### config.mk
export PLATFORM = sky130hd
export DESIGN_NAME = delay_scheduler
export DESIGN_NICKNAME = d
export VERILOG_FILES = /design/src/rtl/delay_scheduler_pkg.sv /design/src/rtl/ds_channel.sv /design/src/rtl/delay_scheduler.sv
export SDC_FILE = /design/constraint.sdc
export NUM_CORES = 1
export LEC_CHECK = 0
export CORE_MARGIN = 5
export CORE_UTILIZATION = 51
export CTS_BUF_LIST = sky130_fd_sc_hd__clkbuf_2
export CTS_CLUSTER_DIAMETER = 60
export DETAILED_ROUTE_END_ITERATION = 8
export HOLD_SLACK_MARGIN = 0.15
export PLACE_DENSITY = 0.86
export SETUP_SLACK_MARGIN = 0.5
export SYNTH_ARGS = -nofsm -noshare
export SYNTH_HDL_FRONTEND = slang
export SYNTH_SLANG_ARGS = --single-unit
### constraint.sdc
create_clock -name clk -period 2.25 [get_ports clk]
set_input_delay 0.5625 -clock clk [delete_from_list [all_inputs] [get_ports clk]]
set_output_delay 0.5625 -clock clk [all_outputs]
set_load 0.01 [all_outputs]
### src/rtl/delay_scheduler_pkg.sv
// rtl/delay_scheduler_pkg.sv - FSM state type and default parameters shared by delay_scheduler
package delay_scheduler_pkg;

  localparam int N_CH_DEF  = 3;
  localparam int DLY_W_DEF = 8;

  typedef enum logic [1:0] {
    IDLE = 2'd0,
    RUN  = 2'd1,
    DONE = 2'd2
  } state_t;

endpackage

### src/rtl/ds_channel.sv
// rtl/ds_channel.sv - one scheduled channel: latched delay/target, fired flag, output bit
module ds_channel #(
  parameter int DLY_W = 8
) (
  input  logic             clk,
  input  logic             rst_n,
  input  logic             launch,
  input  logic             run_en,
  input  logic [DLY_W-1:0] tick,
  input  logic [DLY_W-1:0] dly_in,
  input  logic             init_bit,
  input  logic             tgt_bit,
  output logic             ch_out,
  output logic             fired,
  output logic             fire_now
);

  logic [DLY_W-1:0] dly_q;
  logic             tgt_q;

  assign fire_now = run_en && !fired && (tick == dly_q);

  always_ff @(posedge clk or negedge rst_n) begin
    if (!rst_n) begin
      dly_q  <= '0;
      tgt_q  <= 1'b0;
      fired  <= 1'b0;
      ch_out <= 1'b0;
    end else if (launch) begin
      dly_q  <= dly_in;
      tgt_q  <= tgt_bit;
      fired  <= 1'b0;
      ch_out <= init_bit;
    end else if (fire_now) begin
      ch_out <= tgt_q;
      fired  <= 1'b1;
    end
  end

endmodule

### src/rtl/delay_scheduler.sv
// rtl/delay_scheduler.sv - per-channel delayed value scheduler with optional snapshot
// Snapshot capture is built only when DELAY_SCHEDULER_SNAP_EN is defined.
module delay_scheduler
  import delay_scheduler_pkg::*;
#(
  parameter int N_CH  = N_CH_DEF,
  parameter int DLY_W = DLY_W_DEF
) (
  input  logic                  clk,
  input  logic                  rst_n,
  input  logic                  start,
  input  logic                  abort,
  input  logic [N_CH-1:0]       init_val,
  input  logic [N_CH-1:0]       tgt_val,
  input  logic [N_CH*DLY_W-1:0] ch_dly,
  input  logic [DLY_W-1:0]      snap_dly,
  output logic [N_CH-1:0]       ch_out,
  output logic [N_CH-1:0]       snap_out,
  output logic                  snap_vld,
  output logic                  busy,
  output logic                  done,
  output logic [DLY_W-1:0]      tick
);

  state_t          state, state_nxt;
  logic            launch;
  logic            run_en;
  logic            complete;
  logic            snap_ok;
  logic [N_CH-1:0] fired;
  logic [N_CH-1:0] fire_now;

  assign launch = (state == IDLE) && start && !abort;
  // abort freezes every register in its cycle, so partial results are kept as they were
  assign run_en = (state == RUN) && !abort;

  for (genvar g = 0; g < N_CH; g++) begin : g_ch
    ds_channel #(.DLY_W(DLY_W)) u_ch (
      .clk      (clk),
      .rst_n    (rst_n),
      .launch   (launch),
      .run_en   (run_en),
      .tick     (tick),
      .dly_in   (ch_dly[g*DLY_W +: DLY_W]),
      .init_bit (init_val[g]),
      .tgt_bit  (tgt_val[g]),
      .ch_out   (ch_out[g]),
      .fired    (fired[g]),
      .fire_now (fire_now[g])
    );
  end

`ifdef DELAY_SCHEDULER_SNAP_EN
  logic [DLY_W-1:0] snap_dly_q;
  logic             snap_now;

  assign snap_now = run_en && !snap_vld && (tick == snap_dly_q);
  assign snap_ok  = snap_vld || snap_now;

  // snap_out samples the pre-update channel register, so same-cycle events are not seen
  always_ff @(posedge clk or negedge rst_n) begin
    if (!rst_n) begin
      snap_dly_q <= '0;
      snap_out   <= '0;
      snap_vld   <= 1'b0;
    end else if (launch) begin
      snap_dly_q <= snap_dly;
      snap_vld   <= 1'b0;
    end else if (snap_now) begin
      snap_out   <= ch_out;
      snap_vld   <= 1'b1;
    end
  end
`else
  logic unused_snap_dly;

  assign unused_snap_dly = ^snap_dly;
  assign snap_ok         = 1'b1;
  assign snap_out        = '0;
  assign snap_vld        = 1'b0;
`endif

  assign complete = run_en && (&(fired | fire_now)) && snap_ok;

  // tick stops on the completing cycle so a 2^DLY_W-1 delay never wraps
  always_ff @(posedge clk or negedge rst_n) begin
    if (!rst_n) begin
      tick <= '0;
    end else if (launch) begin
      tick <= '0;
    end else if (run_en && !complete) begin
      tick <= tick + DLY_W'(1);
    end
  end

  always_ff @(posedge clk or negedge rst_n) begin
    if (!rst_n) begin
      state <= IDLE;
    end else begin
      state <= state_nxt;
    end
  end

  always_comb begin
    state_nxt = state;
    busy      = 1'b0;
    done      = 1'b0;
    case (state)
      IDLE: begin
        if (launch) state_nxt = RUN;
      end
      RUN: begin
        busy = 1'b1;
        if (abort) begin
          state_nxt = IDLE;
        end else if (complete) begin
          state_nxt = DONE;
        end
      end
      DONE: begin
        done      = 1'b1;
        state_nxt = IDLE;
      end
      default: state_nxt = IDLE;
    endcase
  end

endmodule

==> run metrics <==
period utilisation layout 0.938; largest family of logic cells by synthesized area simple AND/OR/NAND/NOR gates; routed vias/inst roughly 5.6; met3 Resource Use GR 0.0515; Worst Hold Class flip-flop to flip-flop; drt wl/cell 17.7 microns; most crowded layer after global routing met2; Routed Antenna Nets 0; CP endpoint kind flip-flop; Worst slew margin 0.643; RSZ-0062 raised after global routing true; final setup violation count 0; worst-path fanout max 6; Std-Cell Rows 24; CP Launch Type flip-flop; #FFs+latches synth 43; post-synthesis cell area around 0.0023 sq mm; first-pass GRT wire length 10100 microns; Area growth, synth to finish 51.4%; Overall Global Routing Usage 0.212; CP max stage delay approximately 0.50 ns; r2r startpoint tick[2]$_DFFE_PN0P_; dpl cells 344; Skew-Pair Late Insertion Delay between 0.4 and 0.5 ns; drt pass-1 iters 4; detailed-route via count roughly 2200; slowest cell on the critical path dfrtp_2; CTS buffer count 5; Final Hold Viols 0; Top FF cell, synth dfrtp_1; H-tree depth 2; critical path, cell by cell buf_6 -> xor2_2 -> nor4_4 -> a31oi_4 -> o311ai_2 -> mux2i_1; Starting Density 0.526; clock transition at the registers of the reported paths ~0.22 ns; initial antenna violation count 0; gpl congestion approximately 0.9; CTS tree done; Synth Area in Adders 0.00543; grt met2 use 0.375; P_int between 1.5 and 2 mW; Max Clk Rate around 470 MHz; Final Instance Count excl. Fillers around 390; Psw just over 0.8 mW; Syn Inst Count roughly 250; Critical Path Source tick[2]$_DFFE_PN0P_; Post-Synth Simple-Gate Area 0.260; compound-cell area share of the yosys netlist 0.0700; Clk pwr share 0.186; async set-reset flop share out of synthesis 1.00; dpl hpwl about 4000 microns; number of global-route vias before repair roughly 2200; Area after DPL 0.00289 sq mm; Final Slew Violations 0; CP Data Arrival Time roughly 2.5 ns; fin area approximately 0.0035 sq mm; Avg Cell Area, Syn ~9.3 sq um; PortBufs 46; Final TNS setup 0 ns; core footprint ~0.0044 sq mm; post-synthesis mux area share 0.0391; Synth cell types 37; Combinational Power Share 0.384; Die H 77.2 microns; status finished clean; max_cap viols 0; Reg power frac 0.431; Sink Count 43; Final min period approximately 2.1 ns; Leak 1.73 nW; Req. time, crit path ~2.6 ns; GR Util met1 0.241; VDD IR max 0.492 mV; filler cell count between 200 and 300; Hold Path Origin g_ch[2].u_ch.tgt_q$_DFFE_PN0P_; EDFF count, synth 0; Layout Nets roughly 380; total grt overflow 0; Clock Tree Buf Depth 2; # diodes 0; XOR/XNOR Fraction of Synth Area 0.0912; Die W about 77 microns; Setup Skew 0.0299 ns; DRC violations left 0; routed wire length about 7000 microns; layout cells sized above 1 0.330; reg2reg setup slack between 0.1 and 0.15 ns; largest net degree at the start of global routing 35; Root Driver clkbuf_2; power density over the cells 675 mW/mm^2; Slew @ Worst Pin 0.535 ns; count of warnings emitted by yosys 0; DRT iter0 DRCs 219; Top-Level Pins around 60; die area roughly 0.0060 sq mm; Crit Path Class flip-flop to flip-flop; Fin Hold WS 0.507 ns; Sw Share 0.345; Seq/Total Area, Yosys 0.467
## cell usage in the layout, fill, tap and decap left out, types with 2 or more instances in the layout
| master | instances |
|---|---|
| nand3_1 | 2 |
| nand4_1 | 5 |
| and3_1 | 2 |
| conb_1 | 4 |
| xor2_1 | 13 |
| nor2_4 | 2 |
| a31o_2 | 2 |
| buf_4 | 40 |
| nand2_1 | 93 |
| o21ai_0 | 2 |
| buf_6 | 13 |
| xnor2_2 | 4 |
| nor2b_1 | 2 |
| buf_12 | 6 |
| buf_2 | 7 |
| dfrtp_1 | 33 |
| nor2_1 | 6 |
| nor4_4 | 3 |
| xnor2_1 | 5 |
| dfrtp_2 | 10 |
| clkdlybuf4s15_1 | 2 |
| clkdlybuf4s50_1 | 32 |
| o21ai_1 | 3 |
| clkbuf_2 | 5 |
| o31ai_4 | 2 |
| mux2i_1 | 8 |
| inv_1 | 2 |
| nor4_1 | 2 |
## metrics by stage
step	setup slack, ns	utilization	total power, mW
6_report	0.139	0.796	2.36
4_1_cts	0.231	0.738	2.21
3_3_place_gp	-0.138	0.658	1.59
5_1_grt	0.0867	0.796	2.49
3_5_place_dp	-0.196	0.658	1.63
2_1_floorplan	0.394	-	1.42
## critical path: cells and delay by family, from the launching register on
| kind | cells | cell delay [ns] |
|---|---|---|
| buf+inv | 1 | 0.14 |
| compound gates | 2 | 0.56 |
| mux | 1 | 0.23 |
| xor+xnor | 1 | 0.18 |
| simple gates | 1 | 0.42 |
| flops | 1 | 0.50 |
## cells in the mapped netlist (2+ instances only)
cell type	n	area, sq um
a31oi_1	2	12.5
inv_1	2	7.51
a31o_2	3	26.3
o21ai_0	5	25.0
clkbuf_1	7	26.3
buf_6	4	45.0
xor2_1	15	131
nor4_4	2	42.5
buf_4	9	67.6
nor4_1	3	18.8
mux2i_1	9	90.1
nand3_1	3	15.0
o31ai_2	2	25.0
nand4_1	5	31.3
o311ai_1	2	17.5
nor2_1	8	30.0
nor2b_1	2	12.5
nand2_1	94	353
dfrtp_1	43	1080
nor3_1	2	10.0
and3_1	2	12.5
xnor2_1	9	78.8
## per-layer routing
layer / routed length [microns] / up-vias
li1: - / 995
met1: 2700 / 1076
met2: 3560 / 117
met3: 428 / 33
met4: 280 / 0
met5: 0 / -
## worst paths after layout
kind | endpoint | cells after the start
hold / removal | g_ch[2].u_ch.tgt_q$_DFFE_PN0P_ | 2
max in group asynchronous | tick[7]$_DFFE_PN0P_ | 3
setup / recovery | tick[7]$_DFFE_PN0P_ | 6
hold reg to reg | g_ch[2].u_ch.tgt_q$_DFFE_PN0P_ | 2
setup reg to reg | tick[7]$_DFFE_PN0P_ | 6
min in group asynchronous | g_ch[0].u_ch.dly_q[5]$_DFFE_PN0P_ | 2
## layout make-up
cell class | count | area, sq um | area share
Timing Repair Buffer | 104 | 985 | 0.282
Inverter | 2 | 7.51 | 0.00215
Multi-Input combinational cell | 185 | 1280 | 0.367
Sequential cell | 43 | 1090 | 0.312
Clock inverter | 3 | 38.8 | 0.0111
Clock buffer | 5 | 25.0 | 0.00717
Tap cell | 52 | 65.1 | 0.0186
## power by group through the flow
stage               clock network [mW]  registers, mW  logic (mW)
finish                           0.438           1.02       0.904
global route                     0.488           1.03       0.974
global placement                     0           1.05       0.545
floorplan                            0          0.993       0.423
CTS                              0.437           1.00       0.772
detailed placement                   0           1.05       0.572
## timing repair
item | 4_1_cts | 5_1_grt
buffers inserted | 26 | 15
endpoints found under the hold margin | 20 | 0
pin swaps | 7 | 17
resized for setup | 52 | 38
setup endpoints to repair | 26 | 25
hold buffers | 1 | 0
## cell families after synthesis
logic type / after synthesis
and+or+nand+nor: 128
other: 1
xor gates and xnor gates: 24
adders and majority gates: 1
DFF: 43
muxes: 9
AOI/OAI and AO/OA: 19
buffers and inverters: 23
## registers in the layout, summed over array words and instances, names as in the netlist
signal / flops
g_ch.u_ch.ch_out: 3
g_ch.u_ch.dly_q: 24
g_ch.u_ch.fired: 3
g_ch.u_ch.tgt_q: 3
state: 2
tick: 8
Note: power is estimated with default switching activity, not from simulation.
